===== src/rtl/fsrcnn_pkg.sv =====
// Shared types and constants for the FSRCNN input fetch path.
package fsrcnn_pkg;

   typedef enum logic [1:0] {
      IDLE  = 2'd0,
      FETCH = 2'd1,
      DRAIN = 2'd2,
      DONE  = 2'd3
   } fetch_state_t;

   localparam logic [2:0] ST_COMPUTE = 3'd2;
   localparam int         FIFO_DEPTH = 3;

endpackage


===== src/rtl/fetch_fifo.sv =====
// Three-entry skid FIFO that absorbs the input-buffer read latency.
// Holds read data plus its end-of-row tag in the MSB.
module fetch_fifo
   import fsrcnn_pkg::*;
#(
   parameter int W = 257
) (
   input  logic         clk,
   input  logic         rst,
   input  logic         flush,
   input  logic         push,
   input  logic [W-1:0] din,
   input  logic         pop,
   output logic [W-1:0] dout,
   output logic [1:0]   occ,
   output logic         full,
   output logic         empty
);

   logic [W-1:0] mem [FIFO_DEPTH];
   logic [1:0]   wr_ptr;
   logic [1:0]   rd_ptr;
   logic         do_push;
   logic         do_pop;

   function automatic logic [1:0] bump(input logic [1:0] p);
      return (p == 2'(FIFO_DEPTH - 1)) ? 2'd0 : p + 2'd1;
   endfunction

   assign full    = (occ == 2'(FIFO_DEPTH));
   assign empty   = (occ == 2'd0);
   assign do_push = push && !full;
   assign do_pop  = pop && !empty;
   // Empty FIFO presents zeros so the stream outputs are quiet after reset/flush.
   assign dout    = empty ? '0 : mem[rd_ptr];

   always_ff @(posedge clk) begin
      if (!rst || flush) begin
         wr_ptr <= 2'd0;
         rd_ptr <= 2'd0;
         occ    <= 2'd0;
      end else begin
         if (do_push) wr_ptr <= bump(wr_ptr);
         if (do_pop)  rd_ptr <= bump(rd_ptr);
         occ <= occ + 2'(do_push) - 2'(do_pop);
      end
   end

   always_ff @(posedge clk) begin
      if (do_push) mem[wr_ptr] <= din;
   end

endmodule


===== src/rtl/input_fetcher.sv =====
// Walks a rows x cols tile of the input buffer during compute and streams the
// words out as valid/ready with end-of-row markers.
module input_fetcher
   import fsrcnn_pkg::*;
#(
   parameter int DW = 256,
   parameter int AW = 8
) (
   input  logic          clk,
   input  logic          rst,
   input  logic [2:0]    top_level_state,
   input  logic          start,
   input  logic [AW-1:0] base_ra,
   input  logic [AW-1:0] row_stride,
   input  logic [AW-1:0] num_rows,
   input  logic [AW-1:0] num_cols,
   output logic          a_re,
   output logic [AW-1:0] a_ra,
   input  logic [DW-1:0] a_rd,
   output logic          f_valid,
   output logic [DW-1:0] f_data,
   output logic          f_last,
   input  logic          f_ready,
   output logic          busy,
   output logic          fetch_done,
   output fetch_state_t  fsm_state
);

   // Stream handshake: a word transfers on a cycle with f_valid & f_ready;
   // while f_valid & !f_ready, f_valid stays high and f_data/f_last hold.

   fetch_state_t  state;
   fetch_state_t  state_nxt;
   logic [AW-1:0] base_q;
   logic [AW-1:0] stride_q;
   logic [AW-1:0] rows_q;
   logic [AW-1:0] cols_q;
   logic [AW-1:0] row;
   logic [AW-1:0] col;
   logic [AW-1:0] row_off;
   logic          inflight;
   logic          tag_q;
   logic          active;
   logic          credit_ok;
   logic          issue;
   logic          last_col;
   logic          last_row;
   logic          pop;
   logic          drain_done;
   logic          flush;
   logic          full;
   logic          empty;
   logic [1:0]    occ;
   logic [DW:0]   fifo_dout;

   assign active    = (top_level_state == ST_COMPUTE);
   assign credit_ok = !full && ((3'(occ) + 3'(inflight)) < 3'(FIFO_DEPTH));
   assign last_col  = (col == cols_q);
   assign last_row  = (row == rows_q);
   assign issue     = (state == FETCH) && active && credit_ok;
   assign a_re      = issue;
   assign a_ra      = issue ? (base_q + row_off + col) : '0;
   assign pop       = f_valid && f_ready;
   // Leave DRAIN on the cycle the final word pops, so fetch_done follows the last handshake directly.
   assign drain_done = !inflight && (occ == 2'(pop));
   assign flush     = (state != IDLE) && !active;
   assign busy      = (state != IDLE);
   assign fsm_state = state;
   assign f_valid   = !empty;
   assign f_data    = fifo_dout[DW-1:0];
   assign f_last    = fifo_dout[DW];

   always_comb begin
      state_nxt  = state;
      fetch_done = 1'b0;
      case (state)
         IDLE:  if (start && active) state_nxt = FETCH;
         FETCH: begin
            if (!active)                             state_nxt = IDLE;
            else if (issue && last_col && last_row)  state_nxt = DRAIN;
         end
         DRAIN: begin
            if (!active)         state_nxt = IDLE;
            else if (drain_done) state_nxt = DONE;
         end
         DONE: begin
            state_nxt = IDLE;
            if (active) fetch_done = 1'b1;
         end
         default: state_nxt = IDLE;
      endcase
   end

   always_ff @(posedge clk) begin
      if (!rst) begin
         state    <= IDLE;
         inflight <= 1'b0;
         tag_q    <= 1'b0;
         base_q   <= '0;
         stride_q <= '0;
         rows_q   <= '0;
         cols_q   <= '0;
         row      <= '0;
         col      <= '0;
         row_off  <= '0;
      end else begin
         state    <= state_nxt;
         inflight <= issue;
         if (issue) tag_q <= last_col;
         if (state == IDLE && start && active) begin
            base_q   <= base_ra;
            stride_q <= row_stride;
            rows_q   <= num_rows;
            cols_q   <= num_cols;
            row      <= '0;
            col      <= '0;
            row_off  <= '0;
         end else if (issue) begin
            if (last_col) begin
               col     <= '0;
               row     <= row + AW'(1);
               row_off <= row_off + stride_q;
            end else begin
               col <= col + AW'(1);
            end
         end
      end
   end

   fetch_fifo #(
      .W(DW + 1)
   ) u_fifo (
      .clk   (clk),
      .rst   (rst),
      .flush (flush),
      .push  (inflight),
      .din   ({tag_q, a_rd}),
      .pop   (pop),
      .dout  (fifo_dout),
      .occ   (occ),
      .full  (full),
      .empty (empty)
   );

endmodule


===== config.mk =====
export PLATFORM = sky130hd
export DESIGN_NAME = input_fetcher
export DESIGN_NICKNAME = d
export VERILOG_FILES = /design/src/rtl/fsrcnn_pkg.sv /design/src/rtl/fetch_fifo.sv /design/src/rtl/input_fetcher.sv
export SDC_FILE = /design/constraint.sdc
export NUM_CORES = 1
export LEC_CHECK = 0
export BUFFER_PORTS_ARGS = -buffer_cell sky130_fd_sc_hd__buf_2
export CAP_MARGIN = 25
export CORE_MARGIN = 5
export CORE_UTILIZATION = 40
export CTS_CLUSTER_SIZE = 10
export DETAILED_ROUTE_END_ITERATION = 10
export PLACE_DENSITY = 0.58
export SYNTH_ARGS = -nofsm -noshare
export SYNTH_HDL_FRONTEND = slang
export SYNTH_SLANG_ARGS = --single-unit

===== constraint.sdc =====
create_clock -name clk -period 41.6 [get_ports clk]
set_input_delay 10.4 -clock clk [delete_from_list [all_inputs] [get_ports clk]]
set_output_delay 10.4 -clock clk [all_outputs]
set_load 0.03 [all_outputs]

**Yosys cells after proc, flatten, opt, wreduce, memory -nomap -nowiden**

Memory sizes are Yosys's and may differ from the RTL's. A register that Yosys moved wholly into a read port is not among the register bits.
Cells that the tools add are included.

- Add/subtract/negate cells: 10
- $lt $le $gt $ge: 1
- Equal/unequal tests: 13
- Mux-type cells: 17
- Bitwise operators: 1
- Reduce and logical (&&, ||, !) cells: 25

Operators with widths:

| operator | count |
|---|---|
| $mux W257 | 1 |
| $add A8 B8 Y8 | 3 |
| $mux W2 | 9 |
| $add A8 B1 Y8 const B | 2 |
| $eq A8 B8 Y1 | 2 |
| $mux W8 | 2 |
| $logic_and A1 B1 Y1 | 13 |
| $eq A2 B2 Y1 const B | 5 |
| $pmux W2 S4 | 1 |
| $logic_not A1 Y1 | 5 |
| $add A2 B1 Y2 const B | 2 |
| $logic_not A2 Y1 | 2 |
| $mux W1 | 4 |
| $add A2 B1 Y3 | 1 |
| $eq A3 B2 Y1 const B | 1 |
| $lt A3 B2 Y1 const B | 1 |
| $ne A3 B2 Y1 const B | 1 |
| $ne A3 B3 Y1 const B | 1 |
| $reduce_and A3 Y1 | 1 |
| $add A2 B1 Y2 | 1 |
| $eq A2 B1 Y1 | 1 |
| $eq A2 B1 Y1 const B | 1 |
| $ne A2 B2 Y1 const B | 1 |
| $reduce_and A2 Y1 | 1 |
| other kinds (5) | 5 |

- Register bits after elaboration: 66
- Memory bits (writable): 771
- Input port bits: 295
- Output and inout port bits: 271
- Logic and storage cells: 81
- Memories: 1

Memory list:

| memory | words | bits a word | rd ports | clocked after Yosys merged registers in | wr ports | RTL line | source |
|---|---|---|---|---|---|---|---|
| u_fifo.mem | 3 | 257 | 1 | 1 | 1 | fetch_fifo.sv:20 | `logic [W-1:0] mem [FIFO_DEPTH];` |

**Depth between registers and ports, before layout**

Gate-level depths: netlist of the first run.

- Depth in word-level cells: 9
- Gate-level depth with buffers: 10
- Depth with buffers taken out: 10

**Cells and area by module**

Synthesis of the first run repeated with hierarchy kept, for this count alone.

- Cell total of the unflattened synthesis: 2076
- Area total of the unflattened synthesis: 34933.5 um2

By module, submodules not included:

| module | instances | cells an instance | area an instance (um2) | sequential area each (um2) |
|---|---|---|---|---|
| fetch_fifo | 1 | 1691 | 31674.1 | 23312.4 |
| input_fetcher | 1 | 385 | 3259.4 | 1201.2 |

**Least setup slack after synthesis of the first run**

OpenSTA, ideal clock, no wires.

- Kind: input to output
- From: in top_level_state[2]
- To: out a_ra[3]
- Arrival: 11621 ps
- Data required time: 31200 ps
- Path slack: 19579 ps
- Stages: 4
- Buffers on the path: 1
- Cell sequence: and4bb_1 -> nand4_2 -> buf_6 -> nor3_1

- Word-level cells in the longest chain between the ends: 4

Ends and longest elaborated chain:

| element | RTL line | source |
|---|---|---|
| from (decl) | input_fetcher.sv:11 | `input logic [2:0] top_level_state,` |
| $eq A3 B2 Y1 | input_fetcher.sv:56 | `assign active = (top_level_state == ST_COMPUTE);` |
| $logic_and A1 B1 Y1 (2 in series) | input_fetcher.sv:60 | `assign issue = (state == FETCH) && active && credit_ok;` |
| $mux W8 | input_fetcher.sv:62 | `assign a_ra = issue ? (base_q + row_off + col) : '0;` |
| to (decl) | input_fetcher.sv:18 | `output logic [AW-1:0] a_ra,` |

No other way between the ends.

**Final worst setup path of the first run**

- From: in top_level_state[2]
- To: out a_ra[0]

Same word-level chain as after synthesis.

==> impl_metrics.yaml, run 1 <==
setup_path:
  cpLargestDelayFamily: "simple AND/OR/NAND/NOR gates"
  max_stage_delay_ns: 0.33
  required_ns: 31.20
  path_cells: "buf_2 > and4bb_1 > nand4_2 > clkinv_1 > and2_1 > buf_2"
  critPathArrivalTime_ns: 11.83
  cp_slowest_cell: "nand4_2"
  crit_buf_inv: 3
  path_common_cell: "buf_2"
  cp-start-kind: "primary input"
  crit_type: "primary input to primary output"
  cp-end-kind: "primary output"
  critical_path.max_fanout: 11
sta:
  final_max_slew_viol_count: 0
  grt_setup_unrepaired: "no"
  hold_violations: 0
  slew_headroom_pct: 29.57
  layout_min_cycle_time_ns: 22.23
  period_share_pct: 53.43
  fmax_mhz: 44.99
  tightest_slew_ns: 1.056
  postLayoutSetupSlackWorst_ns: 19.37
  setup_viol: 0
  setup_tns_ns: 0
  skew_ns: 0.04495
route:
  dr.pass1.iters: 5
  drcViolationCount: 0
  vias_per_cell: 4.980
  vias: 19971
  drt-initial-drc-count: 1194
  wire_per_inst_um: 20.20
  wl_um: 80980
  antenna_left: 0
global_route:
  grt_pass1_vias: 20584
  gr-usage-all-layers_pct: 17.64
  grt_start_max_net_pins: 139
  grt_first_pass_wirelength_um: 121600
  antenna_found_initial: 25
  grt.overflow.total: 0
logic_synthesis:
  ys_seq_area_share_pct: 74.39
  synth_cell_types: 44
  synth_top_flop_cell: "edfxtp_1"
  synth_fp_nets: 2648
  avgSynthCellArea_um2: 14.17
  synth_edf_count: 771
  netlist_instances: 2325
  netlist_area_um2: 32950
  ys_ff_latch: 839
  yosys_warnings: 0
  async_flop_share_pct: 0
placed_design:
  portBuffers: 565
  dp_hpwl_um: 51140
  finalWeightedCongestion: 0.7987
  post-place-ws_ns: 19.35
clock_network:
  cts_setup_buffers: 0
  cts_sinks: 839
  cts_root_buffer: "clkbuf_16"
  cts_tree: "done"
  numCtsBuffers: 96
  cts_buffer_depth: 3
  clock_latency_ns: 0.64
  ctsResizeCount: 0
  ctsHoldBuffers: 0
  clk_pin_slew_worst_paths_ns: 0.06
  htree_levels: 3
floorplan:
  row_count: 105
  start_util_pct: 40.26
  core_area_um2: 81850
  die_area_um2: 88220
  io_pins: 566
  die_width_um: 297.0
  chipHeight_um: 297.0
job:
  cap_violations: 0
hold_path:
  hold_class: "flip-flop to flip-flop"
power_and_ir_drop:
  power_density_nw_per_um2: 45.08
  finalPower_uw: 1794
  p_leak_uw: 0.01441
  vdd_drop_max_mv: 0.05222
final_layout:
  nets: 3213
  syn_to_final_growth_pct: 20.76
  drive_gt1_share_pct: 24.41
run_status:
  status: "complete, no violations"
[cell families after synthesis]
family,Yosys count,share of synthesized area [%]
compound gates,324,5.244
buf+inv,149,1.823
mux,263,7.989
fa+ha+maj,28,1.268
simple gates,683,8.247
xor+xnor,39,1.037
flops,839,74.39
[power by group]
| group | internal [uW] | switching [uW] | leakage, uW |
|---|---|---|---|
| clock network | 431 | 312 | 0.00132 |
| logic | 40.0 | 87.8 | 0.00562 |
| registers | 921 | 1.69 | 0.00748 |
[cell type report]
class                           count  area (um^2)
Inverter                           20        75.07
Timing Repair Buffer              596         3216
Fill cell                        7190        42060
Multi-Input combinational cell   1337         7865
Antenna cell                       15        37.54
Clock buffer                      121         2527
Tap cell                         1070         1339
Sequential cell                   839        24520
Clock inverter                     12        211.5
[registers in the layout (all words and copies together), names as in the netlist, 8 cells and up, named ones only]
signal	flops
row	8
cols_q	8
stride_q	8
base_q	8
rows_q	8
u_fifo.mem	771
row_off	8
col	8
[final timing paths]
check	startpoint	cells past startpoint	slack [ns]	to
max	top_level_state[2]	6	19.37	a_ra[0]
min	cols_q[3]$_SDFFE_PN0P_	2	0.48	cols_q[3]$_SDFFE_PN0P_
max reg2reg	u_fifo.occ[1]$_SDFF_PP0_	5	38.42	u_fifo.mem[1][61]$_DFFE_PP_
min reg2reg	cols_q[3]$_SDFFE_PN0P_	2	0.48	cols_q[3]$_SDFFE_PN0P_
[layer usage]
layer | GRT usage, % | wire, um | vias up
met3 | 4.868 | 5413 | 137
met4 | 6.517 | 2416 | 10
met1 | 21.04 | 32210 | 9738
met5 | 0 | 58 | -
li1 | - | - | 9541
met2 | 30.71 | 40880 | 545
[tightest hold or removal path: stages, from the launching register on]
cell and delay [ns]:
dfxtp_1 0.32, nand2_1 0.05, a21boi_0 0.06
[cell usage after synthesis, drive strengths merged (9+ instances only)]
master / n / area share [%]
edfxtp: 771 / 70
inv: 19 / 0.22
nand2: 77 / 0.88
nor2: 552 / 6.3
clkbuf: 98 / 1.1
a21oi: 275 / 4.2
xor2: 21 / 0.56
buf: 31 / 0.48
mux2i: 263 / 8.0
fa: 9 / 0.55
xnor2: 18 / 0.48
a21boi: 32 / 0.73
ha: 19 / 0.72
dfxtp: 68 / 4.1
[cells in the final DEF (no fill, tap or decap), types with 8 or more instances in the layout]
master     Yosys  final
buf_2         24    565
buf_4          1     22
clkbuf_16      0     98
xnor2_1       18     18
a21oi_1      275    275
nand3_1        8      8
nor2_1       552    551
a21boi_0      32     32
xor2_1        21     21
diode_2        0     15
fa_1           9      9
edfxtp_1     771    771
inv_1         19     19
clkbuf_1      98     23
dfxtp_1       68     66
ha_1          19     19
mux2i_1      263    263
nand2_1       77     77
[through the flow]
| stage | instance area, um^2 | hold WS, ns | utilization [%] | std cells |
|---|---|---|---|---|
| global route | 39770 | 0.5037 | 48.60 | 4003 |
| CTS | 39620 | 0.4820 | 48.41 | 3990 |
| floorplan | 32950 | 0.4432 | - | 2325 |
| global placement | 36850 | 0.4707 | 45.03 | 3856 |
| detailed placement | 36880 | 0.4741 | 45.06 | 3857 |
| finish | 39790 | 0.4799 | 48.62 | 4010 |
No activity file was read; power rests on OpenSTA's default activity.
==> run 2: changes to the inputs <==
Clock period 41.6 ns to 20.9 ns, I/O delays scaled along.
==> run 2 against run 1 <==
Net effect: cell area is 0.25% lower; total power up 98%; die area is the same; clock power up 98%; critical endpoint unchanged; first-iteration DRC count is 14% lower; cell count is 0.15% higher; critical path depth unchanged; setup slack lost 10 ns; combinational power is 96% higher.
==> impl_metrics.yaml, run 2 (same netlist as run 1, synthesis figures left out) <==
run_status:
  status: "complete, no violations"
final_layout:
  nets: 3207
  syn_to_final_growth_pct: 20.46
  regMostFlops: "u_fifo.mem"
  final_cells: 4016
  final_cell_mix: "edfxtp_1, buf_2, nor2_1"
  drive_gt1_share_pct: 24.14
  largest_register_ffs: 771
  area.sequential_um2: 24520
  finalInstanceArea_um2: 39690
  fill_cells: 7238
  layout_commonest_cell: "edfxtp_1"
  multi_input_area_um2: 7865
floorplan:
  core_area_um2: 81850
  chipHeight_um: 297.0
  start_util_pct: 40.26
  io_pins: 566
  row_count: 105
  die_width_um: 297.0
  die_area_um2: 88220
job:
  cap_violations: 0
route:
  antenna_left: 0
  drt-initial-drc-count: 1026
  vias: 20119
  wire_per_inst_um: 19.87
  wl_um: 79810
  vias_per_cell: 5.010
  dr.pass1.iters: 5
  drcViolationCount: 0
sta:
  whs_ns: 0.4768
  slew_headroom_pct: 20.95
  grt_setup_unrepaired: "no"
  skew_ns: 0.03498
  tightest_slew_ns: 1.186
  setup_tns_ns: 0
  period_share_pct: 56.89
  fmax_mhz: 84.11
  hold_violations: 0
  final_max_slew_viol_count: 0
  setup_viol: 0
  layout_min_cycle_time_ns: 11.89
clock_network:
  numCtsBuffers: 95
  cts_sinks: 839
  ctsResizeCount: 0
  cts_buffer_depth: 3
  cts_root_buffer: "clkbuf_16"
  cts_tree: "done"
  cts_setup_buffers: 0
  clock_latency_ns: 0.65
  htree_levels: 3
  ctsHoldBuffers: 0
  clk_pin_slew_worst_paths_ns: 0.05
placed_design:
  dp_cells: 3855
  dp_hpwl_um: 50490
  portBuffers: 565
  placed_cell_area_um2: 36890
  finalWeightedCongestion: 0.8048
global_route:
  grt.overflow.total: 0
  grt_start_max_net_pins: 137
  antenna_found_initial: 30
  grt_pass1_vias: 20470
  grt_first_pass_wirelength_um: 121000
  gr-usage-all-layers_pct: 17.39
setup_path:
  cp_slowest_cell: "nand4_2"
  cp-end-kind: "primary output"
  critPathArrivalTime_ns: 6.66
  cp-start-kind: "primary input"
  crit_type: "primary input to primary output"
  required_ns: 15.67
  path_common_cell: "buf_2"
  max_stage_delay_ns: 0.34
  path_cells: "buf_2 > and4bb_1 > nand4_2 > clkinv_1 > and2_1 > buf_2"
  critical_path.max_fanout: 11
hold_path:
  hold_class: "flip-flop to flip-flop"
power_and_ir_drop:
  p_leak_uw: 0.01436
  power_density_nw_per_um2: 89.70
  vdd_drop_max_mv: 0.06532
run 2: changes by cell type in the layout (fill, tap and decap cells not counted), moves of 2 or more:
cell	change
buf_16	-3
buf_4	-4
diode_2	+6
clkbuf_1	+8
buf_12	+2
clkbuf_16	-2
run 2: worst max-delay path, delay by kind of cell:
family	cells	cell delay, ns
buf+inv	3	0.62
simple gates	3	0.81
run 2: path summary, 6_finish.rpt:
kind,start,end,depth (start not counted),slack (ns)
max,top_level_state[2],a_ra[0],6,9.01
max reg2reg,u_fifo.occ[1]$_SDFF_PP0_,u_fifo.mem[0][91]$_DFFE_PP_,6,17.24
min reg2reg,rows_q[4]$_SDFFE_PN0P_,rows_q[4]$_SDFFE_PN0P_,2,0.48
min,rows_q[4]$_SDFFE_PN0P_,rows_q[4]$_SDFFE_PN0P_,2,0.48
run 2: cell type report:
class | count | area share [%]
Tap cell | 1070 | 3.373
Sequential cell | 839 | 61.77
Antenna cell | 21 | 0.1324
Clock inverter | 11 | 0.4886
Clock buffer | 127 | 6.345
Timing Repair Buffer | 591 | 7.883
Inverter | 20 | 0.1891
Multi-Input combinational cell | 1337 | 19.81
run 2: metal layers:
layer | track usage (%) | routed length [um] | up-vias
met4 | 6.360 | 2055 | 10
met1 | 21.04 | 31910 | 9822
met2 | 29.85 | 40220 | 599
met3 | 4.926 | 5560 | 140
met5 | 0 | 56 | -
li1 | - | - | 9548
run 2: through the flow:
stage	total power (uW)	setup WS [ns]	util, %
floorplan	2021	0.4474	-
global placement	2121	9.043	45.04
detailed placement	2125	8.983	45.07
CTS	3604	8.983	48.39
global route	3697	8.876	48.47
finish	3560	9.010	48.50
run 2: power breakdown:
part           total (uW)  internal (uW)  switching (uW)
clock network        1470            840             632
logic                 251           79.4             171
registers            1840           1830            4.89
